### config.mk
export PLATFORM = sky130hd
export DESIGN_NAME = pc_trace_recorder
export DESIGN_NICKNAME = d
export VERILOG_FILES = /design/src/rtl/trace_pkg.sv /design/src/rtl/trace_ram.sv /design/src/rtl/pc_trace_recorder.sv
export SDC_FILE = /design/constraint.sdc
export NUM_CORES = 1
export LEC_CHECK = 0
export ABC_AREA = 1
export ABC_CLOCK_PERIOD_IN_PS = 7000
export BUFFER_PORTS_ARGS = -buffer_cell sky130_fd_sc_hd__buf_2
export CORE_ASPECT_RATIO = 0.75
export CORE_MARGIN = 3
export CORE_UTILIZATION = 30
export CTS_CLUSTER_SIZE = 10
export DETAILED_ROUTE_END_ITERATION = 7
export GPL_ROUTABILITY_DRIVEN = 1
export SYNTH_ARGS = -nofsm -noshare
export SYNTH_HDL_FRONTEND = slang
export SYNTH_SLANG_ARGS = --single-unit
### constraint.sdc
create_clock -name clk -period 7 [get_ports clk]
set_input_delay 0.35 -clock clk [delete_from_list [all_inputs] [get_ports clk]]
set_output_delay 0.35 -clock clk [all_outputs]
set_load 0.005 [all_outputs]
### src/rtl/trace_pkg.sv
// Shared types and defaults for the PC trace recorder.
package trace_pkg;

   typedef enum logic [1:0] {
      ST_IDLE   = 2'd0,
      ST_RECORD = 2'd1,
      ST_DUMP   = 2'd2,
      ST_DONE   = 2'd3
   } trace_state_t;

   localparam int PC_W_DEF  = 12;
   localparam int DEPTH_DEF = 64;

endpackage

### src/rtl/trace_ram.sv
// Trace storage: simple dual-port RAM with one write port and one registered read port.
// There is no reset, so the array and its read register map onto block RAM.
module trace_ram
   import trace_pkg::*;
#(
   parameter int DW    = PC_W_DEF,
   parameter int DEPTH = DEPTH_DEF,
   localparam int AW   = $clog2(DEPTH)
) (
   input  logic          clk,
   input  logic          we,
   input  logic [AW-1:0] waddr,
   input  logic [DW-1:0] wdata,
   input  logic          re,
   input  logic [AW-1:0] raddr,
   output logic [DW-1:0] rdata
);

   logic [DW-1:0] mem [DEPTH];

   // Write when enabled; read with one cycle of latency, holding the output between reads.
   always_ff @(posedge clk) begin
      if (we) mem[waddr] <= wdata;
      if (re) rdata <= mem[raddr];
   end

endmodule

### src/rtl/pc_trace_recorder.sv
// PC trace recorder: captures qualified fetch PCs after arm and plays them back one entry per rd_req.
//
// state  | meaning
// IDLE   | out of reset, nothing recorded
// RECORD | each pc_valid appends pc; stop or a full buffer ends it
// DUMP   | rd_req reads entries out in order
// DONE   | readout finished, contents kept until the next arm
module pc_trace_recorder
   import trace_pkg::*;
#(
   parameter int PC_W  = PC_W_DEF,
   parameter int DEPTH = DEPTH_DEF,
   localparam int AW   = $clog2(DEPTH)
) (
   input  logic            clk,
   input  logic            rst,
   input  logic            arm,
   input  logic            stop,
   input  logic            pc_valid,
   input  logic [PC_W-1:0] pc,
   input  logic            rd_req,
   output logic            rd_valid,
   output logic [PC_W-1:0] rd_data,
   output logic [AW-1:0]   rd_idx,
   output logic [AW:0]     count,
   output logic            full,
   output logic            busy
);

   localparam logic [AW:0] DEPTH_C = (AW+1)'(DEPTH);
   localparam logic [AW:0] ONE_C   = (AW+1)'(1);
   localparam logic [AW:0] ZERO_C  = '0;

   trace_state_t    state_q;
   logic [AW:0]     count_q;
   logic [AW-1:0]   wr_ptr_q;
   logic [AW:0]     rd_ptr_q;
   logic            rd_valid_q;
   logic [AW-1:0]   rd_idx_q;
   logic [PC_W-1:0] hold_q;
   logic [PC_W-1:0] ram_rdata;

   logic            wr_en;
   logic            rd_issue;
   logic [AW:0]     count_inc;

   assign wr_en     = (state_q == ST_RECORD) && pc_valid;
   assign rd_issue  = (state_q == ST_DUMP) && rd_req && (rd_ptr_q < count_q);
   assign count_inc = count_q + ONE_C;

   trace_ram #(
      .DW    (PC_W),
      .DEPTH (DEPTH)
   ) u_ram (
      .clk   (clk),
      .we    (wr_en),
      .waddr (wr_ptr_q),
      .wdata (pc),
      .re    (rd_issue),
      .raddr (rd_ptr_q[AW-1:0]),
      .rdata (ram_rdata)
   );

   // Sequencing FSM with write/read pointers, entry count and readout registers.
   always_ff @(posedge clk or posedge rst) begin
      if (rst) begin
         state_q    <= ST_IDLE;
         count_q    <= '0;
         wr_ptr_q   <= '0;
         rd_ptr_q   <= '0;
         rd_valid_q <= 1'b0;
         rd_idx_q   <= '0;
         hold_q     <= '0;
      end else begin
         rd_valid_q <= rd_issue;
         if (rd_issue)   rd_idx_q <= rd_ptr_q[AW-1:0];
         // Keep the last delivered entry so rd_data stays stable after the RAM output moves on.
         if (rd_valid_q) hold_q   <= ram_rdata;

         case (state_q)
            ST_IDLE, ST_DONE: begin
               if (arm) begin
                  state_q  <= ST_RECORD;
                  count_q  <= '0;
                  wr_ptr_q <= '0;
                  rd_ptr_q <= '0;
               end
            end
            ST_RECORD: begin
               if (pc_valid) begin
                  wr_ptr_q <= wr_ptr_q + AW'(1);
                  count_q  <= count_inc;
               end
               // A pc arriving with stop is still kept; a full buffer ends recording, no wrap.
               if (stop || (pc_valid && (count_inc == DEPTH_C))) state_q <= ST_DUMP;
            end
            ST_DUMP: begin
               if (count_q == ZERO_C) begin
                  state_q <= ST_DONE;
               end else if (rd_issue) begin
                  rd_ptr_q <= rd_ptr_q + ONE_C;
                  if (rd_ptr_q == count_q - ONE_C) state_q <= ST_DONE;
               end
            end
            default: state_q <= ST_IDLE;
         endcase
      end
   end

   assign rd_valid = rd_valid_q;
   assign rd_data  = rd_valid_q ? ram_rdata : hold_q;
   assign rd_idx   = rd_idx_q;
   assign count    = count_q;
   assign full     = (count_q == DEPTH_C);
   assign busy     = (state_q == ST_RECORD);

endmodule

==> summary.txt <==
Critical path
  • R2r endpoint: u_ram.rdata[0]
  • Worst R2R Start: rd_ptr_q[0]
  • Critical path arrival: 4.38 ns
  • CP max FO: 182
  • Worst setup EP type: flip-flop
  • R2R cell count: 8
  • WS Path Type: reg2reg
  • Crit start category: flip-flop
  • R2R Setup Slk: 3.02 ns
  • Crit path capture: u_ram.rdata[0]
  • CP startpoint: rd_ptr_q[0]
  • CP required: 7.40 ns

Clock tree
  • CTS Sinks: 821
  • Cts bufs inserted: 92
  • Clock transition at path regs: 0.05 ns
  • Clock Latency Late Sink: 0.65 ns
  • CTS root buf: clkbuf_16
  • CTS tree: built
  • Max clock buf depth: 3
  • H-tree Lvls: 3
  • Post-CTS Setup Repair Bufs: 0

Synth
  • Synth cell types: 31
  • Synthesized cell area: 33400 µm²
  • Syn Inst Count: 2734
  • Synth top area share: 70.1%
  • Synth top area cells: edfxtp_1 (70%), nor2_1 (6.5%), o21ai_0 (5.8%)
  • Synthesized Nets: 2768
  • YS warnings: 0
  • Register area share after synthesis: 73.1%
  • Cell taking the most area after synthesis: edfxtp_1
  • Post-Syn Area per Cell: 12.2 µm²
  • Synth Register Bits: 821

Route
  • 1st-pass router iterations: 7
  • Drt drc: 0
  • Routed wire length: 91300 µm
  • DR WL/cell: 21.4 µm
  • Post-route ant nets: 0
  • DR iter-0 viols: 2893
  • Vias per cell: 5.07
  • Vias post-DR: 21700

GRT
  • Initial antenna violation count: 3
  • Largest net degree at the start of global routing: 194
  • Number of global-route vias before repair: 19900
  • First-pass GRT wire length: 135000 µm
  • GRT overflow: 0
  • Total track usage: 15.6%

STA
  • Clock Skew: 0.0177 ns
  • Unrepaired setup endpoints after global routing: no
  • Final hold violations: 0
  • Slew @ Worst Pin: 1.28 ns
  • Final setup violation count: 0
  • Max_slew headroom: 14.1%
  • Fmax: 251 MHz
  • Setup TNS: 0 ns
  • Final worst-path cycle share: 56.9%
  • Max-slew violations: 0
  • Minimum clock period: 3.98 ns

Final layout
  • Final nets: 2829
  • Share of cells above drive strength 1: 9.14%
  • P&R area growth vs syn: 13.3%
  • Post-route cell area: 37900 µm²

Placed design
  • Routability cong.: 0.833
  • Cell Area, Placed: 35400 µm²
  • Port bufs: 45
  • Hpwl dp: 50100 µm

Pwr
  • VDD IR-drop max: 0.196 mV
  • Pleak: 12.7 nW
  • PwrDens: 300 nW/µm²

Floorplan
  • Initial Util: 30.4%
  • Total die area: 116000 µm²
  • Die width: 391 µm
  • I/O pin count: 46
  • Chip height: 295 µm
  • Core Rows: 105
  • Core area: 110000 µm²

Status
  • Status: completed

Run
  • Max-cap violations: 0

Hold path
  • Worst hold-check path type: in2reg
## where the power goes
part           switching [mW]  total [mW]  internal [mW]
Sequential              0.149        5.67           5.52
Clock                    1.80        4.21           2.40
Combinational            1.07        1.49          0.423
Total                    3.02        11.4           8.35
## placed cells by master, fill, tap and decap left out, drive strengths merged
master       count
clkbuf         120
dlygate4sd3      1
a211oi           1
buf            133
xor2             2
nand4           22
a31oi            3
inv             73
nor3             5
o21ai          409
diode            7
edfxtp         780
nand3b           2
nor4             6
a21oi           31
xnor2            2
nand2          310
nand3          115
mux2            12
a21o             1
clkinv           6
ha              16
o211ai          96
o22ai           58
dfrtp           41
nor2           578
## worst max-delay path: stages, from the launching register on
cell and delay (ns):
dfrtp_4 0.96, clkinv_8 0.76, buf_12 0.54, o21ai_0 0.21, o21ai_0 0.10, o211ai_1 0.51
nand2_1 0.24, nand3_1 0.15, nand2_1 0.07
## timing repair
| item | CTS | global route |
|---|---|---|
| hold buffers | 1 | 0 |
| resized for setup | 0 | 0 |
| endpoints found under the hold margin | 41 | 0 |
## cells in the mapped netlist, drive strengths merged
master / n
ha: 16
o22ai: 58
a211oi: 1
o21ai: 409
nor4: 6
o211ai: 96
nand3b: 2
nor3: 5
nand2: 310
nand3: 115
nor2: 578
a21o: 1
dfrtp: 41
xnor2: 2
edfxtp: 780
mux2: 12
xor2: 2
clkinv: 3
a21oi: 31
buf: 97
clkbuf: 70
inv: 74
a31oi: 3
nand4: 22
## metal layers
layer	wire [µm]	vias to the layer above	GRT usage (%)
li1	-	9916	-
met1	42000	10600	23.8
met2	36800	1008	20.8
met3	10600	126	5.35
met4	1720	2	3.78
met5	220	-	1.37
## state kept, by name, indices dropped and copies added (netlist names)
signal	cells
count	7
state_q	2
rd_ptr_q	7
hold_q	12
rd_idx	6
u_ram.mem	768
rd_valid	1
u_ram.rdata	12
wr_ptr_q	6
## how the worst min path moves through the flow
stage / startpoint / to / slack [ns] / cells past startpoint
2_1_floorplan: pc[0] / u_ram.mem[0][0] / 0.45 / 0
3_3_place_gp: rd_idx[2] / rd_idx[2] / 0.48 / 2
3_5_place_dp: hold_q[3] / hold_q[3] / 0.48 / 1
4_1_cts: arm / rd_ptr_q[3] / 0.02 / 4
5_1_grt: arm / rd_ptr_q[3] / 0.08 / 4
6_report: arm / rd_ptr_q[3] / 0.07 / 4
## cell families (layout without fill, tap and decap cells)
group,count (synthesis),after routing,synth area share (%)
simple gates,1038,1038,12.3
flops,821,821,73.1
compound gates,599,599,9.93
buf+inv,244,333,3.48
fa+ha+maj,16,16,0.599
mux,12,12,0.404
xor+xnor,4,4,0.105
other cells,0,7,0
## stage by stage
stage	power, mW	hold slack, ns	setup slack [ns]	instances	util [%]
floorplan	6.68	0.449	4.26	2734	-
CTS	11.4	0.0182	3.15	4267	34.4
global placement	7.22	0.477	3.20	4144	32.2
finish	11.4	0.0727	3.02	4274	34.4
global route	11.9	0.0754	2.72	4272	34.4
detailed placement	7.24	0.484	3.17	4144	32.2
## area by class of cell
class,instances,area [µm²]
Sequential cell,821,24500
Clock inverter,2,25.0
Antenna cell,7,17.5
Inverter,77,302
Clock buffer,120,2450
Fill cell,10600,72100
Multi-Input combinational cell,1669,7870
Timing Repair Buffer,134,933
Tap cell,1444,1810
(Power assumes the default switching activity.)
